<file path="config.mk">
export PLATFORM = sky130hd
export DESIGN_NAME = cfg_chain_loader
export DESIGN_NICKNAME = d
export VERILOG_FILES = /design/src/rtl/cfg_chain_loader.sv
export SDC_FILE = /design/constraint.sdc
export NUM_CORES = 1
export LEC_CHECK = 0
export ABC_AREA = 0
export BUFFER_PORTS_ARGS = -buffer_cell sky130_fd_sc_hd__buf_2
export CORE_MARGIN = 4
export CORE_UTILIZATION = 32
export CTS_CLUSTER_DIAMETER = 100
export CTS_CLUSTER_SIZE = 28
export DETAILED_ROUTE_END_ITERATION = 7
export GPL_TIMING_DRIVEN = 0
export SYNTH_ARGS = -nofsm -noshare
export SYNTH_HDL_FRONTEND = slang
export SYNTH_SLANG_ARGS = --single-unit
</file>
<file path="constraint.sdc">
create_clock -name CK -period 2.3 [get_ports CK]
set_clock_uncertainty 0.1 [all_clocks]
set_input_delay 0.115 -clock CK [delete_from_list [all_inputs] [get_ports CK]]
set_output_delay 0.115 -clock CK [all_outputs]
set_load 0.05 [all_outputs]
</file>
<file path="src/rtl/cfg_chain_loader.sv">
// Serializes a valid/ready word stream MSB-first into a configuration scan chain.
// Define CFG_READBACK_EN to check chain_tail during the load and report errors on err.
module cfg_chain_loader #(
    parameter int CHAIN_LEN = 1024,
    parameter int DATA_W    = 8
) (
    input  logic              CK,
    input  logic              RSTN,
    input  logic              start,
    input  logic [DATA_W-1:0] s_data,
    input  logic              s_valid,
    output logic              s_ready,
    output logic              chain_rst,
    output logic              chain_se,
    output logic              chain_shift,
    output logic              chain_head,
    input  logic              chain_tail,
    output logic              busy,
    output logic              cfg_done,
    output logic              err
);

    localparam int CNT_W     = $clog2(CHAIN_LEN + 1);
    localparam int BUF_CNT_W = $clog2(DATA_W + 1);

    localparam logic [CNT_W-1:0]     LAST_BIT = CNT_W'(CHAIN_LEN - 1);
    localparam logic [BUF_CNT_W-1:0] BUF_FULL = BUF_CNT_W'(DATA_W);
    localparam logic [BUF_CNT_W-1:0] BUF_ONE  = BUF_CNT_W'(1);

    typedef enum logic [1:0] {
        IDLE,
        CLEAR,
        SHIFT,
        DONE
    } state_t;

    state_t                state;
    logic [CNT_W-1:0]      bit_cnt;
    logic [DATA_W-1:0]     word_buf;
    logic [BUF_CNT_W-1:0]  buf_cnt;
    logic                  clr_cnt;

    logic buf_empty;
    logic last_in_buf;
    logic accept;
    logic final_shift;
    logic start_ok;

    // NOTE: every signal written here gets a value on every path, so no latches are inferred.
    always_comb begin
        buf_empty   = (buf_cnt == '0);
        last_in_buf = (buf_cnt == BUF_ONE);
        chain_shift = (state == SHIFT) && !buf_empty;
        chain_head  = word_buf[DATA_W-1];
        // Refill while the last buffered bit leaves, unless that bit completes the chain.
        s_ready     = (state == SHIFT) && (buf_empty || (last_in_buf && (bit_cnt < LAST_BIT)));
        accept      = s_ready && s_valid;
        final_shift = chain_shift && (bit_cnt == LAST_BIT);
        start_ok    = start && ((state == IDLE) || (state == DONE));
    end

    // NOTE: sequential state uses non-blocking assignments so all registers update together.
    // NOTE: the word buffer is a single small register, so it is reset with the rest of the state.
    always_ff @(posedge CK or negedge RSTN) begin
        if (!RSTN) begin
            state     <= IDLE;
            chain_rst <= 1'b1;
            chain_se  <= 1'b0;
            busy      <= 1'b0;
            cfg_done  <= 1'b0;
            bit_cnt   <= '0;
            word_buf  <= '0;
            buf_cnt   <= '0;
            clr_cnt   <= 1'b0;
        end else begin
            case (state)
                IDLE, DONE: begin
                    chain_rst <= 1'b0;
                    if (start_ok) begin
                        state     <= CLEAR;
                        chain_rst <= 1'b1;
                        busy      <= 1'b1;
                        cfg_done  <= 1'b0;
                        clr_cnt   <= 1'b0;
                        bit_cnt   <= '0;
                        word_buf  <= '0;
                        buf_cnt   <= '0;
                    end
                end

                CLEAR: begin
                    clr_cnt <= 1'b1;
                    if (clr_cnt) begin
                        state     <= SHIFT;
                        chain_rst <= 1'b0;
                        chain_se  <= 1'b1;
                    end
                end

                SHIFT: begin
                    if (chain_shift) begin
                        word_buf <= word_buf << 1;
                        buf_cnt  <= buf_cnt - BUF_ONE;
                        bit_cnt  <= bit_cnt + CNT_W'(1);
                    end
                    if (accept) begin
                        word_buf <= s_data;
                        buf_cnt  <= BUF_FULL;
                    end
                    // Bits still buffered at completion are padding and are dropped.
                    if (final_shift) begin
                        state    <= DONE;
                        chain_se <= 1'b0;
                        busy     <= 1'b0;
                        cfg_done <= 1'b1;
                        word_buf <= '0;
                        buf_cnt  <= '0;
                    end
                end

                default: begin
                    state <= IDLE;
                end
            endcase
        end
    end

`ifdef CFG_READBACK_EN
    // The chain was cleared before shifting, so any 1 seen at the tail during a load is corruption.
    always_ff @(posedge CK or negedge RSTN) begin
        if (!RSTN) begin
            err <= 1'b0;
        end else if (start_ok) begin
            err <= 1'b0;
        end else if (chain_shift && chain_tail) begin
            err <= 1'b1;
        end
    end
`else
    logic unused_tail;
    assign unused_tail = chain_tail;
    assign err         = 1'b0;
`endif

endmodule

</file>
==> impl_metrics.json, run 1 <==
{
  "postSynthCellCount": 168,
  "drtAntennaViolNets": 0,
  "fmax_mhz": 462,
  "hold_viol": 0,
  "antenna_found_initial": 0,
  "grtUsageTotal": 0.115,
  "drive_gt1_frac": 0.235,
  "htreeDepth": 2,
  "p_leak_nw": 0.867,
  "powerDensity_mw_per_mm2": 1160,
  "fin_nets": 214,
  "die_h_microns": 79.8,
  "fin_util": 0.410,
  "cts_root_buf": "clkbuf_8",
  "syn_nets": 187,
  "setup_violations": 0,
  "yosysSeqAreaShare": 0.456,
  "die-area_sq_mm": 0.00637,
  "path_cells": "inv_1 -> ha_2 -> and4bb_2 -> nor4_4 -> nor3b_2 -> buf_4 -> nor3_2 -> mux2_2",
  "wirelength_mm": 3.33,
  "slowest_delay_ps": 400,
  "hold_path.class": "in -> reg",
  "synth_edf_count": 0,
  "die_w_microns": 79.8,
  "start_util": 0.340,
  "n_fill_cell": 486,
  "ios": 21,
  "fin_setup_tns_ps": 0,
  "vdd_ir_drop_max_mv": 0.535,
  "dpl_cell_area_sq_mm": 0.00182,
  "dp_cells": 252,
  "fp-row-count": 25,
  "setup.worst_path.start_class": "register",
  "cp_num_buf_inv": 2,
  "rsz0062_at_grt": "no",
  "num_antenna_cells": 0,
  "synthFlopType": "dfrtp_1",
  "numCtsBuffers": 5,
  "drt_first_iter_violations": 40,
  "grt_max_degree": 31,
  "slowest_stage": "dfrtp_1",
  "worst_pin_slew_ps": 678,
  "fin_area_sq_mm": 0.00199,
  "clock_path_buffers": 2,
  "crit_type": "reg -> reg",
  "grt_pass1_vias": 1218,
  "syn_area_sq_mm": 0.00165,
  "slew_viol_final": 0,
  "vias": 1271,
  "clkLatencyLatePin_ps": 280,
  "worstSetupEndpointType": "register",
  "cp_top_family": "simple AND/OR/NAND/NOR gates",
  "cp.arrival_ps": 2230,
  "dr.pass1.iters": 4,
  "ys_types": 40,
  "path_max_fanout": 5,
  "grt_pass1_wl_mm": 5.69,
  "finalNonFillerCells": 263,
  "tritoncts": "done",
  "dp_hpwl_mm": 2.31,
  "post_drt_wl_per_cell_microns": 12.7,
  "cts.sinks": 30,
  "area_growth_pct": 20.6,
  "fin_crit_ps": 2160,
  "syn_area_per_cell_sq_um": 9.82,
  "async_flop_share": 1.00,
  "io_buffers": 17,
  "slew_headroom": 0.548,
  "period_share": 0.941,
  "clkTransAtPathRegs_ps": 60,
  "viasPerCell": 4.83,
  "status": "complete, no violations",
  "placeableCoreArea_sq_mm": 0.00485,
  "synth_seq_cells": 30,
  "route.detailed.drc": 0,
  "gp_congestion": 0.732,
  "ys_warn_count": 0,
  "worstPathRequired_ps": 2360,
  "cap_violations": 0,
  "grt-ovfl-total": 0
}
routing by layer:
layer,share of wire,wire [microns],vias to the layer above,GRT usage
li1,-,-,644,-
met1,0.46,1550,604,0.149
met2,0.49,1620,18,0.180
met3,0.034,112,5,0.0395
met4,0.015,49,0,0.0355
met5,0,0,-,0
placed cells by master (no fill, tap or decap), types with 3 or more instances in the layout:
cell type,instances
nor2b_1,4
nor3_2,3
a21oi_1,7
nand2_1,17
nor2_1,17
nand3_1,6
dfrtp_1,29
buf_2,18
ha_1,5
mux2i_1,10
inv_1,6
xor2_1,6
xnor2_1,3
buf_4,4
clkbuf_8,5
o21ai_0,12
clkbuf_1,4
nand2b_1,3
flip-flops by register name, indices dropped and copies added (netlist names):
signal,cells
chain_se,1
bit_cnt,11
cfg_done,1
state,2
word_buf,8
chain_rst,1
busy,1
buf_cnt,4
clr_cnt,1
power by group:
group | internal, mW | switching, mW
sequential | 0.636 | 0.0852
clock | 0.214 | 0.188
combinational | 0.454 | 0.724
total | 1.30 | 0.998
layout make-up:
type | instances | area, sq um | area share
Timing Repair Buffer | 21 | 118 | 0.0591
Multi-Input combinational cell | 126 | 902 | 0.453
Inverter | 6 | 22.5 | 0.0113
Clock buffer | 8 | 80.1 | 0.0403
Sequential cell | 30 | 752 | 0.378
Tap cell | 67 | 83.8 | 0.0421
Buffer | 5 | 31.3 | 0.0157
repair_timing:
action / in CTS / in global routing
hold buffers: 1 / 0
cloned: 0 / 1
endpoints found under the hold margin: 29 / 0
endpoints found under the setup margin: 15 / 15
resized for setup: 5 / 12
buffers inserted: 0 / 2
path summary, 6_finish.rpt:
check / cells after the start / endpoint / startpoint / slack [ps]
worst max-delay path: 8 / buf_cnt[0] / state[0] / 140
worst min-delay path: 3 / word_buf[0] / s_data[0] / 6
worst max register to register: 8 / buf_cnt[0] / state[0] / 140
worst min register to register: 2 / word_buf[7] / word_buf[7] / 370
max in group asynchronous: 2 / word_buf[7] / RSTN / 1350
min in group asynchronous: 2 / busy / RSTN / 310
synth_stat cells (all sizes together), types with 3 or more instances:
master	count	area (sq um)
nor3	4	25.0
xnor2	3	26.3
nand3	7	35.0
xor2	6	52.6
mux2i	11	110
dfrtp	29	726
nor2	18	67.6
inv	6	22.5
nand2b	3	18.8
nand2	17	63.8
nor2b	4	25.0
ha	6	75.1
clkbuf	3	11.3
o21ai	13	65.1
buf	3	20.0
a21oi	7	35.0
tightest hold or removal path, delay by kind of cell:
| kind | cells | cell delay, ps |
|---|---|---|
| AOI/OAI and AO/OA | 1 | 60 |
| buffers and inverters | 1 | 100 |
| and+or+nand+nor | 1 | 70 |
through the flow:
stage,hold slack [ps],setup WS [ps],total power [mW]
4_1_cts,1.31,11.1,2.23
5_1_grt,8.16,5.15,2.50
6_report,6.28,136,2.30
3_5_place_dp,104,-126,1.78
3_3_place_gp,102,-145,1.77
2_1_floorplan,-281,190,1.54
logic make-up (layout without fill, tap and decap cells):
group           after synthesis  count (layout)  share of synthesized area
xor+xnor                      9               9                     0.0478
other cells                   1               1                    0.00227
compound gates               31              31                      0.125
buf+inv                      12              40                     0.0326
mux                          13              13                     0.0804
simple gates                 66              66                      0.210
fa+ha+maj                     6               6                     0.0455
flops                        30              30                      0.456
(Power assumes the default switching activity.)
==> run 2: changes to the inputs <==
--- a/config.mk
+++ b/config.mk
@@ -8,11 +8,12 @@
 export ABC_AREA = 0
 export BUFFER_PORTS_ARGS = -buffer_cell sky130_fd_sc_hd__buf_2
 export CORE_MARGIN = 4
-export CORE_UTILIZATION = 32
+export CORE_UTILIZATION = 50
 export CTS_CLUSTER_DIAMETER = 100
 export CTS_CLUSTER_SIZE = 28
 export DETAILED_ROUTE_END_ITERATION = 7
 export GPL_TIMING_DRIVEN = 0
+export PLACE_DENSITY = 0.7
 export SYNTH_ARGS = -nofsm -noshare
 export SYNTH_HDL_FRONTEND = slang
 export SYNTH_SLANG_ARGS = --single-unit
==> run 2 against run 1 <==
Compared with the run above: hold slack gained 3.9 ps; critical path type is now reg -> out; final cell count fell by 6.8%; register-to-register slack gained 20 ps; core utilization increased by 23 points; via count rose by 2.3%; combinational power is 3% lower; non-clock buffer count up 5.
==> impl_metrics.json, run 2 (same netlist as run 1, synthesis figures left out) <==
{
  "status": "complete, no violations",
  "slew_viol_final": 0,
  "reg_top3": "bit_cnt (11), word_buf (8), buf_cnt (4)",
  "whs_ps": 10.2,
  "reg2reg_setup_slack_ps": 160,
  "slowest_stage": "dfrtp_1",
  "cts.sinks": 30,
  "cp.arrival_ps": 1940,
  "fp-row-count": 20,
  "num_antenna_cells": 0,
  "drt_first_iter_violations": 80,
  "setup_violations": 0,
  "start_util": 0.531,
  "area_growth_pct": 20.6,
  "grt_pass1_wl_mm": 6.01,
  "drtAntennaViolNets": 0,
  "drive_gt1_frac": 0.234,
  "fin_nets": 219,
  "cts_setup_buffers": 0,
  "post_drt_wl_per_cell_microns": 14.1,
  "top_register": "bit_cnt",
  "holdPathStages": 3,
  "antenna_found_initial": 0,
  "grtUsageTotal": 0.183,
  "fin_crit_ps": 2160,
  "layout_common_cells": "29 x dfrtp_1, 19 x buf_2, 17 x nor2_1, 17 x nand2_1, 12 x o21ai_0",
  "period_share": 0.937,
  "htreeDepth": 2,
  "slowest_delay_ps": 390,
  "largest_reg_flops": 11,
  "hold_path.class": "in -> reg",
  "dp_slack_ps": -171,
  "rsz0062_at_grt": "no",
  "critPathLaunch": "buf_cnt[0]",
  "rr_worst_depth": 7,
  "dr.pass1.iters": 4,
  "grt-ovfl-total": 0,
  "route.detailed.drc": 0,
  "clkTransAtPathRegs_ps": 100,
  "cts_root_buf": "clkbuf_4",
  "p_leak_nw": 0.888,
  "clock_path_buffers": 2,
  "setup.worst_path.start_class": "register",
  "power.total_mw": 2.27,
  "worst_pin_slew_ps": 693,
  "dp_hpwl_mm": 2.39,
  "crit_path_end": "s_ready",
  "fin_setup_tns_ps": 0,
  "path_max_fanout": 5,
  "placeableCoreArea_sq_mm": 0.00310,
  "viasPerCell": 5.31,
  "crit_type": "reg -> out",
  "r2r_start": "buf_cnt[0]",
  "io_buffers": 17,
  "numCtsBuffers": 5,
  "final_common_cell": "dfrtp_1",
  "slew_headroom": 0.538,
  "gp_congestion": 0.765,
  "die_h_microns": 65.4,
  "wirelength_mm": 3.45,
  "powerDensity_mw_per_mm2": 1140,
  "tritoncts": "done",
  "worstSetupEndpointType": "output pin",
  "grt_max_degree": 31,
  "die_w_microns": 65.4,
  "setup_ws_ps": 145,
  "vdd_ir_drop_max_mv": 0.836,
  "grt_pass1_vias": 1270,
  "fmax_mhz": 464,
  "cap_violations": 0,
  "die-area_sq_mm": 0.00428,
  "clkLatencyLatePin_ps": 330,
  "worstPathRequired_ps": 2090,
  "worst_r2r_endpoint": "buf_cnt[3]",
  "vias": 1300,
  "hold_viol": 0,
  "path_cells": "inv_1 -> ha_2 -> and4bb_2 -> nor4_2 -> nor2_2 -> buf_2",
  "ios": 21
}
[run 2: layout make-up]
type	instances	area, sq um
buffer	5	31.3
clock buffer	5	37.5
clock inverter	3	40.0
fill	280	1110
inverter	6	22.5
multi-input combinational	126	881
sequential	30	752
tap	44	55.1
timing repair buffer	26	170
[run 2: layer usage]
| metal | vias to the layer above | part of all wire | track usage |
|---|---|---|---|
| met5 | - | 0 | 0 |
| met4 | 0 | 0 | 0.0311 |
| met3 | 0 | 0.045 | 0.0530 |
| met2 | 31 | 0.48 | 0.297 |
| met1 | 619 | 0.48 | 0.246 |
| li1 | 650 | - | - |
[run 2: power breakdown]
group | total, mW | internal (mW) | leakage, nW | switching [mW]
clock network | 0.408 | 0.225 | 0.0450 | 0.183
logic | 1.14 | 0.420 | 0.446 | 0.719
registers | 0.720 | 0.634 | 0.397 | 0.0857
total | 2.27 | 1.28 | 0.888 | 0.988
[run 2: per-stage QoR]
step	util	instances	cell area [sq um]
after global routing	0.641	245	1990
after floorplan	-	168	1650
after CTS	0.634	245	1970
after global placement	0.577	229	1790
final	0.641	245	1990
after detailed placement	0.577	229	1790
[run 2: worst max-delay path: cells and delay by family, from the launching register on]
kind | cells | cell delay, ps
fa+ha+maj | 1 | 220
buf+inv | 2 | 300
flops | 1 | 390
simple gates | 3 | 710
[run 2: how the worst min path moves through the flow]
stage             endpoint  startpoint  slack (ps)
3_5_place_dp    bit_cnt[8]        RSTN         100
6_report       word_buf[1]   s_data[1]          10
4_1_cts        word_buf[1]   s_data[1]           4
3_3_place_gp    bit_cnt[6]        RSTN          80
2_1_floorplan   bit_cnt[0]        RSTN        -280
5_1_grt        word_buf[7]   s_data[7]           7
[run 2: what timing repair did]
item,4_1_cts,5_1_grt
gates cloned,0,1
hold buffers,8,0
setup endpoints to repair,17,19
endpoints found under the hold margin,35,0
resized for setup,5,9
